File: src/rtl/uart_arb_pkg.sv
// Shared types and helpers for the UART transmit arbiter.
// Latency: n/a (package only).
// Backpressure: n/a (package only).
package uart_arb_pkg;

    typedef enum logic {
        e_idle = 1'b0,
        e_busy = 1'b1
    } arb_state_e;

    // Byte width the UART transmit datapath expects by default.
    localparam int uart_byte_width_c = 8;

    // Bits needed to index n items; never less than 1 so a single-client
    // build still has a legal vector width.
    function automatic int idx_width(input int n);
        return (n > 1) ? $clog2(n) : 1;
    endfunction

endpackage

File: src/rtl/uart_arb_rr_picker.sv
// Round-robin winner search over a request vector, starting at rr_ptr_i.
// Latency: purely combinational.
// Backpressure: none; the caller decides when the winner is consumed.
//
// Ports:
//   req_i     request vector, one bit per client
//   rr_ptr_i  highest-priority index this round
//   winner_o  first set bit at or above rr_ptr_i, else first set bit below it
//   any_v_o   at least one request bit is set
module uart_arb_rr_picker
    import uart_arb_pkg::*;
#(
    parameter int num_req_p = 3
) (
    input  logic [num_req_p-1:0]              req_i,
    input  logic [idx_width(num_req_p)-1:0]   rr_ptr_i,
    output logic [idx_width(num_req_p)-1:0]   winner_o,
    output logic                              any_v_o
);

    localparam int id_w = idx_width(num_req_p);

    // Two candidate searches: one over indices >= rr_ptr_i (the upper,
    // preferred range) and one over the wrapped range below it. The upper
    // hit wins whenever it exists, which gives the wrap-around order.
    logic            hi_found;
    logic            lo_found;
    logic [id_w-1:0] hi_idx;
    logic [id_w-1:0] lo_idx;

    always_comb begin
        hi_found = 1'b0;
        lo_found = 1'b0;
        hi_idx   = '0;
        lo_idx   = '0;
        for (int k = 0; k < num_req_p; k++) begin
            if (req_i[k]) begin
                if (id_w'(k) >= rr_ptr_i) begin
                    if (!hi_found) begin
                        hi_found = 1'b1;
                        hi_idx   = id_w'(k);
                    end
                end else if (!lo_found) begin
                    lo_found = 1'b1;
                    lo_idx   = id_w'(k);
                end
            end
        end
    end

    assign winner_o = hi_found ? hi_idx : lo_idx;
    assign any_v_o  = hi_found | lo_found;

endmodule

File: src/rtl/uart_tx_arbiter.sv
// Packet-granular round-robin arbiter sharing one UART transmitter among byte-stream clients.
// Latency: 1 cycle from request to grant in IDLE; granted bytes pass through combinationally.
// Backpressure: tx_ready_i is routed only to the granted client's ready; all others see 0.
//
// Ports:
//   clk_i, reset_n_i          clock, asynchronous active-low reset
//   req_v_i/req_data_i/req_last_i  per-client byte stream (client k data at [k*W +: W])
//   req_ready_o               per-client ready, at most one bit high
//   tx_v_o/tx_data_o/tx_ready_i    byte stream to the UART transmitter (data 0 when not valid)
//   grant_v_o, grant_id_o     a client holds the transmitter / which one
//   timeout_o                 one-cycle pulse on forced release after a stall
//
// Optional feature: define UART_TX_ARB_TIMEOUT_EN to add the stall counter that
// force-releases a grant after timeout_cycles_p cycles without a transfer.
module uart_tx_arbiter
    import uart_arb_pkg::*;
#(
    parameter int num_req_p        = 3,
    parameter int data_width_p     = uart_byte_width_c,
    parameter int timeout_cycles_p = 104160
) (
    input  logic                               clk_i,
    input  logic                               reset_n_i,
    input  logic [num_req_p-1:0]               req_v_i,
    input  logic [num_req_p*data_width_p-1:0]  req_data_i,
    input  logic [num_req_p-1:0]               req_last_i,
    output logic [num_req_p-1:0]               req_ready_o,
    output logic                               tx_v_o,
    output logic [data_width_p-1:0]            tx_data_o,
    input  logic                               tx_ready_i,
    output logic                               grant_v_o,
    output logic [idx_width(num_req_p)-1:0]    grant_id_o,
    output logic                               timeout_o
);

    localparam int id_w = idx_width(num_req_p);

    arb_state_e      state_q, state_d;
    logic [id_w-1:0] grant_id_q, grant_id_d;
    logic [id_w-1:0] rr_ptr_q, rr_ptr_d;
    logic [id_w-1:0] winner;
    logic [id_w-1:0] rr_next;
    logic            any_v;
    logic            busy;
    logic            sel_v;
    logic            sel_last;
    logic            xfer;
    logic            stall_expired;

    logic [data_width_p-1:0] data_arr [num_req_p];

    for (genvar k = 0; k < num_req_p; k++) begin : g_unpack
        assign data_arr[k] = req_data_i[k*data_width_p +: data_width_p];
    end

    uart_arb_rr_picker #(
        .num_req_p (num_req_p)
    ) u_picker (
        .req_i    (req_v_i),
        .rr_ptr_i (rr_ptr_q),
        .winner_o (winner),
        .any_v_o  (any_v)
    );

    assign busy     = (state_q == e_busy);
    assign sel_v    = req_v_i[grant_id_q];
    assign sel_last = req_last_i[grant_id_q];
    assign xfer     = busy & sel_v & tx_ready_i;

    // Explicit compare instead of a modulo so non-power-of-2 client counts
    // wrap at num_req_p rather than at 2**id_w.
    assign rr_next = (grant_id_q == id_w'(num_req_p - 1)) ? '0 : grant_id_q + 1'b1;

`ifdef UART_TX_ARB_TIMEOUT_EN
    localparam int cnt_w = idx_width(timeout_cycles_p);

    logic [cnt_w-1:0] stall_cnt_q, stall_cnt_d;

    // Counts BUSY cycles since the grant or the last accepted byte; holds
    // zero in IDLE so every new grant starts from a clean count.
    always_comb begin
        stall_cnt_d = stall_cnt_q + 1'b1;
        if (!busy || xfer) begin
            stall_cnt_d = '0;
        end
    end

    always_ff @(posedge clk_i or negedge reset_n_i) begin
        if (!reset_n_i) begin
            stall_cnt_q <= '0;
        end else begin
            stall_cnt_q <= stall_cnt_d;
        end
    end

    assign stall_expired = busy & ~xfer & (stall_cnt_q == cnt_w'(timeout_cycles_p - 1));
`else
    logic unused_timeout_cfg;
    assign unused_timeout_cfg = ^timeout_cycles_p;
    assign stall_expired      = 1'b0;
`endif

    always_comb begin
        state_d    = state_q;
        grant_id_d = grant_id_q;
        rr_ptr_d   = rr_ptr_q;
        case (state_q)
            e_idle: begin
                if (any_v) begin
                    state_d    = e_busy;
                    grant_id_d = winner;
                end
            end
            e_busy: begin
                // A forced release advances the pointer exactly like a normal
                // end of packet, so a stuck client cannot win again next round.
                if ((xfer && sel_last) || stall_expired) begin
                    state_d  = e_idle;
                    rr_ptr_d = rr_next;
                end
            end
            default: begin
                state_d = e_idle;
            end
        endcase
    end

    always_ff @(posedge clk_i or negedge reset_n_i) begin
        if (!reset_n_i) begin
            state_q    <= e_idle;
            grant_id_q <= '0;
            rr_ptr_q   <= '0;
        end else begin
            state_q    <= state_d;
            grant_id_q <= grant_id_d;
            rr_ptr_q   <= rr_ptr_d;
        end
    end

    always_comb begin
        req_ready_o = '0;
        for (int k = 0; k < num_req_p; k++) begin
            if (busy && (grant_id_q == id_w'(k))) begin
                req_ready_o[k] = tx_ready_i;
            end
        end
    end

    assign tx_v_o     = busy & sel_v;
    assign tx_data_o  = tx_v_o ? data_arr[grant_id_q] : '0;
    assign grant_v_o  = busy;
    assign grant_id_o = grant_id_q;
    assign timeout_o  = stall_expired;

endmodule

File: config.mk
export PLATFORM = sky130hd
export DESIGN_NAME = uart_tx_arbiter
export DESIGN_NICKNAME = d
export VERILOG_FILES = /design/src/rtl/uart_arb_pkg.sv /design/src/rtl/uart_arb_rr_picker.sv /design/src/rtl/uart_tx_arbiter.sv
export SDC_FILE = /design/constraint.sdc
export NUM_CORES = 1
export LEC_CHECK = 0
export ABC_AREA = 1
export CAP_MARGIN = 10
export CORE_ASPECT_RATIO = 1.1
export CORE_UTILIZATION = 31
export CTS_CLUSTER_SIZE = 25
export DETAILED_ROUTE_END_ITERATION = 10
export PLACE_DENSITY_LB_ADDON = 0.05
export SYNTH_ARGS = -nofsm -noshare
export SYNTH_HDL_FRONTEND = slang
export SYNTH_SLANG_ARGS = --single-unit
export TNS_END_PERCENT = 50
File: constraint.sdc
create_clock -name clk_i -period 2.02 [get_ports clk_i]
set_clock_uncertainty 0.2 [all_clocks]
set_input_delay 0.404 -clock clk_i [delete_from_list [all_inputs] [get_ports clk_i]]
set_output_delay 0.404 -clock clk_i [all_outputs]
set_load 0.03 [all_outputs]
==> results of run 1 <==
[layout by cell type, fill, tap and decap left out, types with 3 or more instances in the layout]
cell,Yosys,routed
nor2_1,6,5
buf_6,1,9
nand2_1,48,46
dlygate4sd2_1,0,4
a31oi_4,0,8
clkbuf_4,0,3
dfrtp_1,5,3
inv_1,6,5
nand3_1,4,4
clkdlybuf4s50_1,0,31
nand2_2,2,4
buf_4,1,16
[sequential cells by signal, summed over array words and instances, names as in the netlist]
register / count
grant_id_o: 2
rr_ptr_q: 2
grant_v_o: 1
[worst paths after layout]
path                       depth (start not counted)                         to  slack (ns)                      start
max                                                5               tx_data_o[6]       -0.11  grant_id_o[0]$_DFFE_PN0P_
min                                                1  grant_id_o[1]$_DFFE_PN0P_        0.19                  reset_n_i
max reg2reg                                        9        grant_v_o$_DFF_PN0_        0.38  grant_id_o[1]$_DFFE_PN0P_
min reg2reg                                        2    rr_ptr_q[0]$_DFFE_PN0P_        0.36    rr_ptr_q[0]$_DFFE_PN0P_
max in group asynchronous                          1  grant_id_o[0]$_DFFE_PN0P_        1.22                  reset_n_i
min in group clk_i                                 2    rr_ptr_q[0]$_DFFE_PN0P_        0.36    rr_ptr_q[0]$_DFFE_PN0P_
[power groups by stage]
stage               Sequential, mW  Clock [mW]  Combinational (mW)
floorplan                    0.262           0               0.748
global placement             0.213           0                1.21
detailed placement           0.217           0                1.23
CTS                          0.216       0.116                1.58
global route                 0.228       0.125                1.74
finish                       0.219       0.112                1.65
[metrics by stage]
stage / std cells / util, % / area [um2]
after CTS: 175 / 79.62 / 1315
final: 177 / 81.14 / 1340
after floorplan: 98 / - / 628.1
after global placement: 166 / 67.73 / 1119
after detailed placement: 166 / 67.73 / 1119
after global routing: 177 / 81.14 / 1340
[repair_timing]
item | 4_1_cts | 5_1_grt
pin swaps | 4 | 3
endpoints found under the setup margin | 9 | 12
endpoints found under the hold margin | 0 | 0
setup buffers | 4 | 2
gates cloned | 1 | 0
gates resized for setup | 28 | 2
[kinds of logic after synthesis]
logic type | count (synthesis)
AO/OA/AOI/OAI | 11
buffers and inverters | 10
flip-flops | 5
other | 1
AND/OR/NAND/NOR | 71
[layout make-up]
class | count | area share [%]
well taps | 17 | 1.587
inverters | 7 | 1.961
repair buffers | 60 | 42.30
clock buffers | 4 | 1.961
multi-input cells | 84 | 42.67
flip-flops and latches | 5 | 9.524
[critical path, cell delays in order (launching register included)]
cell	delay, ns
dfrtp_2	0.46
nor2_2	0.17
buf_4	0.19
nand2_1	0.11
a31oi_4	0.20
buf_6	0.15
[metal layers]
layer | GRT usage, % | vias up
met4 | 9.091 | 0
met5 | 0 | -
li1 | - | 450
met1 | 30.57 | 416
met3 | 4.231 | 6
met2 | 46.87 | 51
==> metrics.txt, run 1 <==
status finished, violations left; failing checks setup timing; grt total ovfl 0; clock sinks 5; Yosys Warn Count 0; Netlist cell types 21; Post-Synthesis Cells 98; Reg area 127.6 um2; wire length on met3 145 um; Die Y 47.19 um; Top FF cell, synth dfrtp_1; Startpoint Class flop; global-route wire length before repair 3815 um; Sw Share 55.03%; post-synthesis cell type with the largest combined area nand2_1; max cap viols 0; critical path peak fanout 10; Clk pwr share 5.6%; min cycle time layout 2.129 ns; Die Wd 43.09 um; Synth top cells by count nand2_1, a31oi_1, inv_1, nor2_1, dfrtp_1; top-count cell post-synth nand2_1; RSZ-0062 raised after global routing yes; worst hold path type in -> async; vias in the first global route 868; vias post-DR 923; clock-pin slew on the worst setup and hold paths 0.04 ns; Sum Neg Setup Slack -0.7520 ns; clk_lat worst skew 0.24 ns; DR DRC count 0; GP Congestion 0.7776; clock buffer depth 2; Nets 194; crit end category primary output; mux cell area share after synthesis 0%; 1st-iter DRT viols 26; TritonCTS clock tree done; Total GRT Usage 25.59%; hpwl dp 1594 um; Max Clk Rate 469.8 MHz; main combinational cell family by area after synthesis simple AND/OR/NAND/NOR gates; Psw 1.092 mW; setup ws final -0.1086 ns; number of synthesized flops with an enable pin 0; area occupied by multi-input gates 571.8 um2; leak pwr 0.5805 nW; pin count of the biggest net entering global routing 11; DR WL/cell 15.27 um; share of layout cells above drive strength 1 33.75%; Power Total 1.985 mW; DRT Wirelength 2702 um; Initial Utilization 34.85%; DRT antenna net count 0; PD cells 1481 nW/um2; Hold Buf Count CTS 0; asr flop ratio synth 100.0%; xor/xnor share of the synthesized area 0%; crit path DAT 1.52 ns; pre-CTS setup slack -0.1628 ns; Mapped Area 575.6 um2; I/O pin cnt 49; Synth area leaders nand2_1, dfrtp_1, a31oi_1; Gate power share 83.3%; die area 2033 um2; port buffer count 47; Peak supply drop 0.0008850 V; syn_nets 131; DRT Pass-1 Iters 7; Pint 0.8925 mW; post-synthesis sequential area ratio 21.74%; final setup vio count 10; Via density 5.215; ant diodes 0; Yosys reg bits 5; syn avg cell area 5.873 um2; Compound-Gate Fraction of Synth Area 11.74%; metal2 WL 1497 um; Root Buffer clkbuf_4; FILL cells 125; sequential share of power 11.0%; Num CTS Buffers 3; initial antenna violation count 0; # rows 15; Area Overhead vs Synth 132.8%; simple-gate share of the synthesized area 57.17%; Final Hold Viols 0; Pins Over Slew Limit 0; area share of fa/ha/maj cells after synthesis 0%; Post-Route M1 WL 1019 um; period utilization 105.4%; # H-tree levels 1; Max Used Layer met4; Synth top area share 31.30%; core area 1652 um2; critical path data required time 1.42 ns; hold_ws 0.1911 ns; crit path kind reg -> out
No activity file was read; power rests on OpenSTA's default activity.
==> run 2, diff against run 1 <==
--- a/config.mk
+++ b/config.mk
@@ -7,6 +7,5 @@
 export LEC_CHECK = 0
-export ABC_AREA = 1
 export CAP_MARGIN = 10
 export CORE_ASPECT_RATIO = 1.1
-export CORE_UTILIZATION = 31
+export CORE_UTILIZATION = 30
 export CTS_CLUSTER_SIZE = 25
==> constraint.sdc (replaced) <==
create_clock -name clk_i -period 2.02 [get_ports clk_i]
set_clock_uncertainty 0.2 [all_clocks]
set_input_delay 0.505 -clock clk_i [delete_from_list [all_inputs] [get_ports clk_i]]
set_output_delay 0.505 -clock clk_i [all_outputs]
set_load 0.03 [all_outputs]
==> metrics.txt, run 2 <==
Netlist cell types 27 (+29%); Final Instance Count excl. Fillers 150 (-15%); post-synthesis cell type with the largest combined area dfrtp_1; I/O pin cnt 49 (unchanged); status finished, violations left; number of synthesized flops with an enable pin 0 (unchanged); DR WL/cell 13.08 um (-14%); DRT Wirelength 1962 um (-27%); slowest CP cell clkdlybuf4s50_1; dpl cell area 1139 um2 (+1.8%); Post-Route M1 WL 736 um (-28%); Critical Path, Cell by Cell clkdlybuf4s50_1 > mux2i_1 > nor2_1 > a21oi_1 > nor2_4 > buf_6; Total GRT Usage 21.01% (-4.6 points); commonest non-fill, non-tap cell in the layout clkdlybuf4s50_1; Post-Synthesis Cells 76 (-22%); DRT Pass-1 Iters 4 (-3); DRT antenna net count 0 (unchanged); die area 2011 um2 (-1.1%); vias in the first global route 723 (-17%); area occupied by multi-input gates 494.2 um2 (-14%); Sum Neg Setup Slack -1.699 ns (-0.9474 ns); vias post-DR 768 (-17%); post-synthesis sequential area ratio 22.73% (+0.99 points); Final Hold Viols 0 (unchanged); GP Congestion 0.7466 (-4.0%); critical path peak fanout 1 (-9); 1st-iter DRT viols 8 (-69%); top-count cell post-synth nor2_1; Reg area 126.4 um2 (-0.98%); Die Y 46.93 um (-0.55%); max cap viols 0 (unchanged); min cycle time layout 2.205 ns (+0.07668 ns); Yosys Warn Count 0 (unchanged); finished layout cell area 1259 um2 (-6.1%); Num CTS Buffers 3 (unchanged); commonest cells after routing, fill and taps aside clkdlybuf4s50_1, buf_4, buf_6; worst hold path type in -> async; period utilization 109.2% (+3.8 points); hpwl dp 1515 um (-5.0%); Hold Buf Count CTS 0 (unchanged); port buffer count 47 (unchanged); asr flop ratio synth 100.0% (unchanged); DR DRC count 0 (unchanged); fin util 77.09% (-4.0 points); Max Used Layer met3; crit path DAT 1.50 ns (-0.02 ns); ant diodes 0 (unchanged); CP Buf/Inv Count 2 (unchanged); leak pwr 0.5427 nW (-6.5%); clock-pin slew on the worst setup and hold paths 0.04 ns (about the same); Max Clk Rate 453.4 MHz (-3.5%); Startpoint Class input pin; Worst path max stage delay 0.40 ns (-0.06 ns); Synth top area share 22.73% (-8.6 points); # rows 15 (unchanged); initial antenna violation count 0 (unchanged); final setup vio count 12 (+2); metal2 WL 1042 um (-30%); setup ws final -0.1853 ns (-0.07668 ns); Pins Over Slew Limit 0 (unchanged); hold_ws 0.2895 ns (+0.09847 ns); clock buffer depth 2 (unchanged); syn avg cell area 7.244 um2 (+23%); grt total ovfl 0 (unchanged); Top FF cell, synth dfrtp_1; critical path data required time 1.31 ns (-0.11 ns); global-route wire length before repair 3070 um (-20%); clk_lat worst skew 0.24 ns (about the same); Synth top cells by count nor2_1, mux2i_1, a21oi_1, dfrtp_1, o21ai_0; Yosys reg bits 5 (unchanged); PD cells 1370 nW/um2 (-7.5%); clock sinks 5 (unchanged); crit path kind in -> out; Via density 5.120 (-1.8%); Synth area leaders dfrtp_1, mux2i_1, nor2_1; RSZ-0062 raised after global routing yes; wire length on met3 183 um (+26%); failing checks setup timing; FILL cells 134 (+7.2%); Initial Utilization 33.72% (-1.1 points); CP delay by family, top buffers and inverters; core area 1633 um2 (-1.1%); TritonCTS clock tree done; Root Buffer clkbuf_4; # placed instances 145 (-13%); syn_nets 109 (-17%); Peak supply drop 0.0009097 V (+2.8%); # H-tree levels 1 (unchanged); Area Overhead vs Synth 128.6%; Nets 167 (-14%); pin count of the biggest net entering global routing 12 (+1); share of layout cells above drive strength 1 39.10% (+5.3 points); Mapped Area 550.5 um2 (-4.3%); Die Wd 42.85 um (-0.56%); crit end category primary output
## run 2: area by class of cell
type	instances	share of cell area, %
Timing Repair Buffer	59	45.43
Clock buffer	4	2.087
Inverter	4	1.491
Tap cell	17	1.690
Sequential cell	5	10.04
Multi-Input combinational cell	61	39.26
## run 2: kinds of logic (layout without fill, tap and decap cells)
kind of cell	after synthesis	after routing	synth area share, %
AO/OA/AOI/OAI	20	20	22.27
buffers and inverters	11	67	10.23
flip-flops	5	5	22.73
multiplexers	11	11	20.23
other	1	1	0.6812
AND/OR/NAND/NOR	28	29	23.87
## run 2: final timing paths
check                                          start                        end  slack (ns)  cells past startpoint
min                                        reset_n_i    rr_ptr_q[1]$_DFFE_PN0P_        0.29                      1
max reg2reg                grant_id_o[1]$_DFFE_PN0P_    rr_ptr_q[0]$_DFFE_PN0P_        0.29                      5
min in group clk_i           rr_ptr_q[0]$_DFFE_PN0P_    rr_ptr_q[0]$_DFFE_PN0P_        0.31                      1
max                                   req_data_i[16]               tx_data_o[0]       -0.19                      6
min reg2reg                  rr_ptr_q[0]$_DFFE_PN0P_    rr_ptr_q[0]$_DFFE_PN0P_        0.31                      1
max in group asynchronous                  reset_n_i  grant_id_o[1]$_DFFE_PN0P_        1.12                      1
## run 2: power by group
group / switching (mW) / internal (mW) / total (mW)
combinational: 0.773 / 0.637 / 1.41
sequential: 0.0577 / 0.143 / 0.201
clock: 0.0396 / 0.0746 / 0.114
## run 2: repair_timing
item | 4_1_cts | 5_1_grt
buffers inserted | 0 | 0
cloned | 1 | 0
gates resized for setup | 22 | 8
pin swaps | 3 | 5
setup endpoints to repair | 13 | 12
## run 2: metrics by stage
stage	power, mW	setup slack, ns
floorplan	1.094	-0.08732
global route	1.841	-0.2730
finish	1.725	-0.1853
global placement	1.424	-0.4896
detailed placement	1.446	-0.5126
CTS	1.686	-0.2097
## run 2: per-layer routing
metal | vias up | track usage [%]
li1 | 377 | -
met1 | 350 | 22.86
met4 | 0 | 1.875
met2 | 41 | 40.91
met3 | 0 | 7.692
met5 | - | 0
==> run 3, diff against run 2 <==
- ABC_AREA: unset -> 1
- CORE_UTILIZATION: 30 -> 31
==> metrics.txt, run 3 (synthesized netlist as in run 1, its figures left out) <==
crit end category primary output; crit path DAT 1.55 ns (+0.05 ns); TritonCTS clock tree done; ant diodes 0 (unchanged); core area 1652 um2 (+1.1%); DRT Wirelength 2769 um (+41%); global-route wire length before repair 4064 um (+32%); GP Congestion 0.7579 (+1.5%); DRT antenna net count 0 (unchanged); grt total ovfl 0 (unchanged); DRT Pass-1 Iters 4 (unchanged); Die Y 47.19 um (+0.55%); finished layout cell area 1365 um2 (+8.4%); port buffer count 47 (unchanged); reg2reg end grant_v_o$_DFF_PN0_; pin count of the biggest net entering global routing 11 (-1); vias post-DR 944 (+23%); setup ws final -0.2393 ns (-0.05401 ns); share of layout cells above drive strength 1 36.65% (-2.5 points); # H-tree levels 1 (unchanged); critical path peak fanout 5 (+4); Max Clk Rate 442.6 MHz (-2.4%); Hold Buf Count CTS 0 (unchanged); Num CTS Buffers 3 (unchanged); I/O pin cnt 49 (unchanged); commonest non-fill, non-tap cell in the layout nand2_1; DR WL/cell 15.56 um (+19%); period utilization 111.8% (+2.7 points); fin util 82.65% (+5.6 points); hpwl dp 1699 um (+12%); critical path data required time 1.31 ns (about the same); Startpoint Class flop; # placed instances 170 (+17%); min cycle time layout 2.259 ns (+0.05401 ns); FILL cells 106 (-21%); status finished, violations left; Worst R2R Path Depth 8 (+3); leak pwr 0.5914 nW (+9.0%); Root Buffer clkbuf_4; Final Instance Count excl. Fillers 178 (+19%); Die Wd 43.09 um (+0.56%); 1st-iter DRT viols 16 (+8); clock sinks 5 (unchanged); clock buffer depth 2 (unchanged); Total GRT Usage 27.41% (+6.4 points); final setup vio count 12 (unchanged); worst hold path type in -> async; # rows 15 (unchanged); Pins Over Slew Limit 0 (unchanged); commonest cells after routing, fill and taps aside nand2_1, clkdlybuf4s50_1, buf_4; DR DRC count 0 (unchanged); PD cells 1493 nW/um2 (+9.0%); clock-pin slew on the worst setup and hold paths 0.05 ns (about the same); crit path kind reg -> out; Via density 5.303 (+3.6%); max cap viols 0 (unchanged); dpl cell area 1157 um2 (+1.6%); Area Overhead vs Synth 137.2%; Nets 195 (+17%); FF-to-FF setup slack 0.45 ns (+0.16 ns); clk_lat worst skew 0.25 ns (about the same); initial antenna violation count 0 (unchanged); Worst R2R Start grant_id_o[1]$_DFFE_PN0P_; RSZ-0062 raised after global routing yes; failing checks setup timing; Power Total 2.039 mW (+18%); Final Hold Viols 0 (unchanged); hold_ws 0.2747 ns (-0.01484 ns); Peak supply drop 0.0008600 V (-5.5%); Initial Utilization 34.85% (+1.1 points); die area 2033 um2 (+1.1%); vias in the first global route 937 (+30%)
[run 3: changes by cell type in the layout (fill, tap and decap cells not counted), moves of 7 or more]
cell	previous run	this run
a31oi_4	0	8
nand2_1	2	45
mux2i_1	10	0
a21oi_2	7	0
[run 3: worst max-delay path by stage]
stage | from | to | slack, ns | depth (start not counted)
after floorplan | grant_v_o$_DFF_PN0_ | req_ready_o[0] | -0.12 | 2
after global placement | req_v_i[0] | tx_data_o[5] | -0.32 | 6
after detailed placement | req_v_i[0] | tx_data_o[3] | -0.33 | 6
after CTS | grant_id_o[0]$_DFFE_PN0P_ | tx_data_o[5] | -0.19 | 6
final | grant_id_o[1]$_DFFE_PN0P_ | tx_data_o[2] | -0.24 | 7
after global routing | grant_id_o[1]$_DFFE_PN0P_ | tx_data_o[3] | -0.31 | 7
[run 3: layout make-up]
class | count | area [um2] | area share [%]
Tap cell | 17 | 21.27 | 1.558
Multi-Input combinational cell | 84 | 584.3 | 42.80
Clock buffer | 4 | 26.28 | 1.925
Sequential cell | 5 | 127.6 | 9.349
Inverter | 7 | 28.78 | 2.108
Timing Repair Buffer | 61 | 576.8 | 42.25
[run 3: metrics by stage]
step                setup slack (ns)  setup TNS, ns
floorplan                    -0.1169         -1.111
global placement             -0.3184         -3.073
detailed placement           -0.3335         -3.130
CTS                          -0.1857         -1.845
global route                 -0.3113         -2.943
finish                       -0.2393         -2.196
[run 3: repair_timing]
item / CTS / global route
pin swaps: 4 / 3
gates resized for setup: 28 / 11
endpoints found under the setup margin: 14 / 12
setup buffers: 1 / 2
gates cloned: 1 / 0
[run 3: power by group]
group / internal, mW / switching (mW)
combinational: 0.679 / 1.01
sequential: 0.147 / 0.0794
clock: 0.0748 / 0.0431
[run 3: routing by layer]
layer | global-route usage, % | vias up | wire (um)
met1 | 28.83 | 444 | 1069
li1 | - | 445 | -
met4 | 12.73 | 0 | 99
met2 | 52.24 | 45 | 1475
met5 | 0 | - | 0
met3 | 6.538 | 10 | 124
[run 3: worst max-delay path, cell delays in order, from the launching register on]
cell	delay, ns
dfrtp_2	0.44
inv_2	0.08
nor2_4	0.12
nand2_2	0.08
nand3_4	0.15
nand2_8	0.11
a31oi_4	0.16
buf_6	0.15
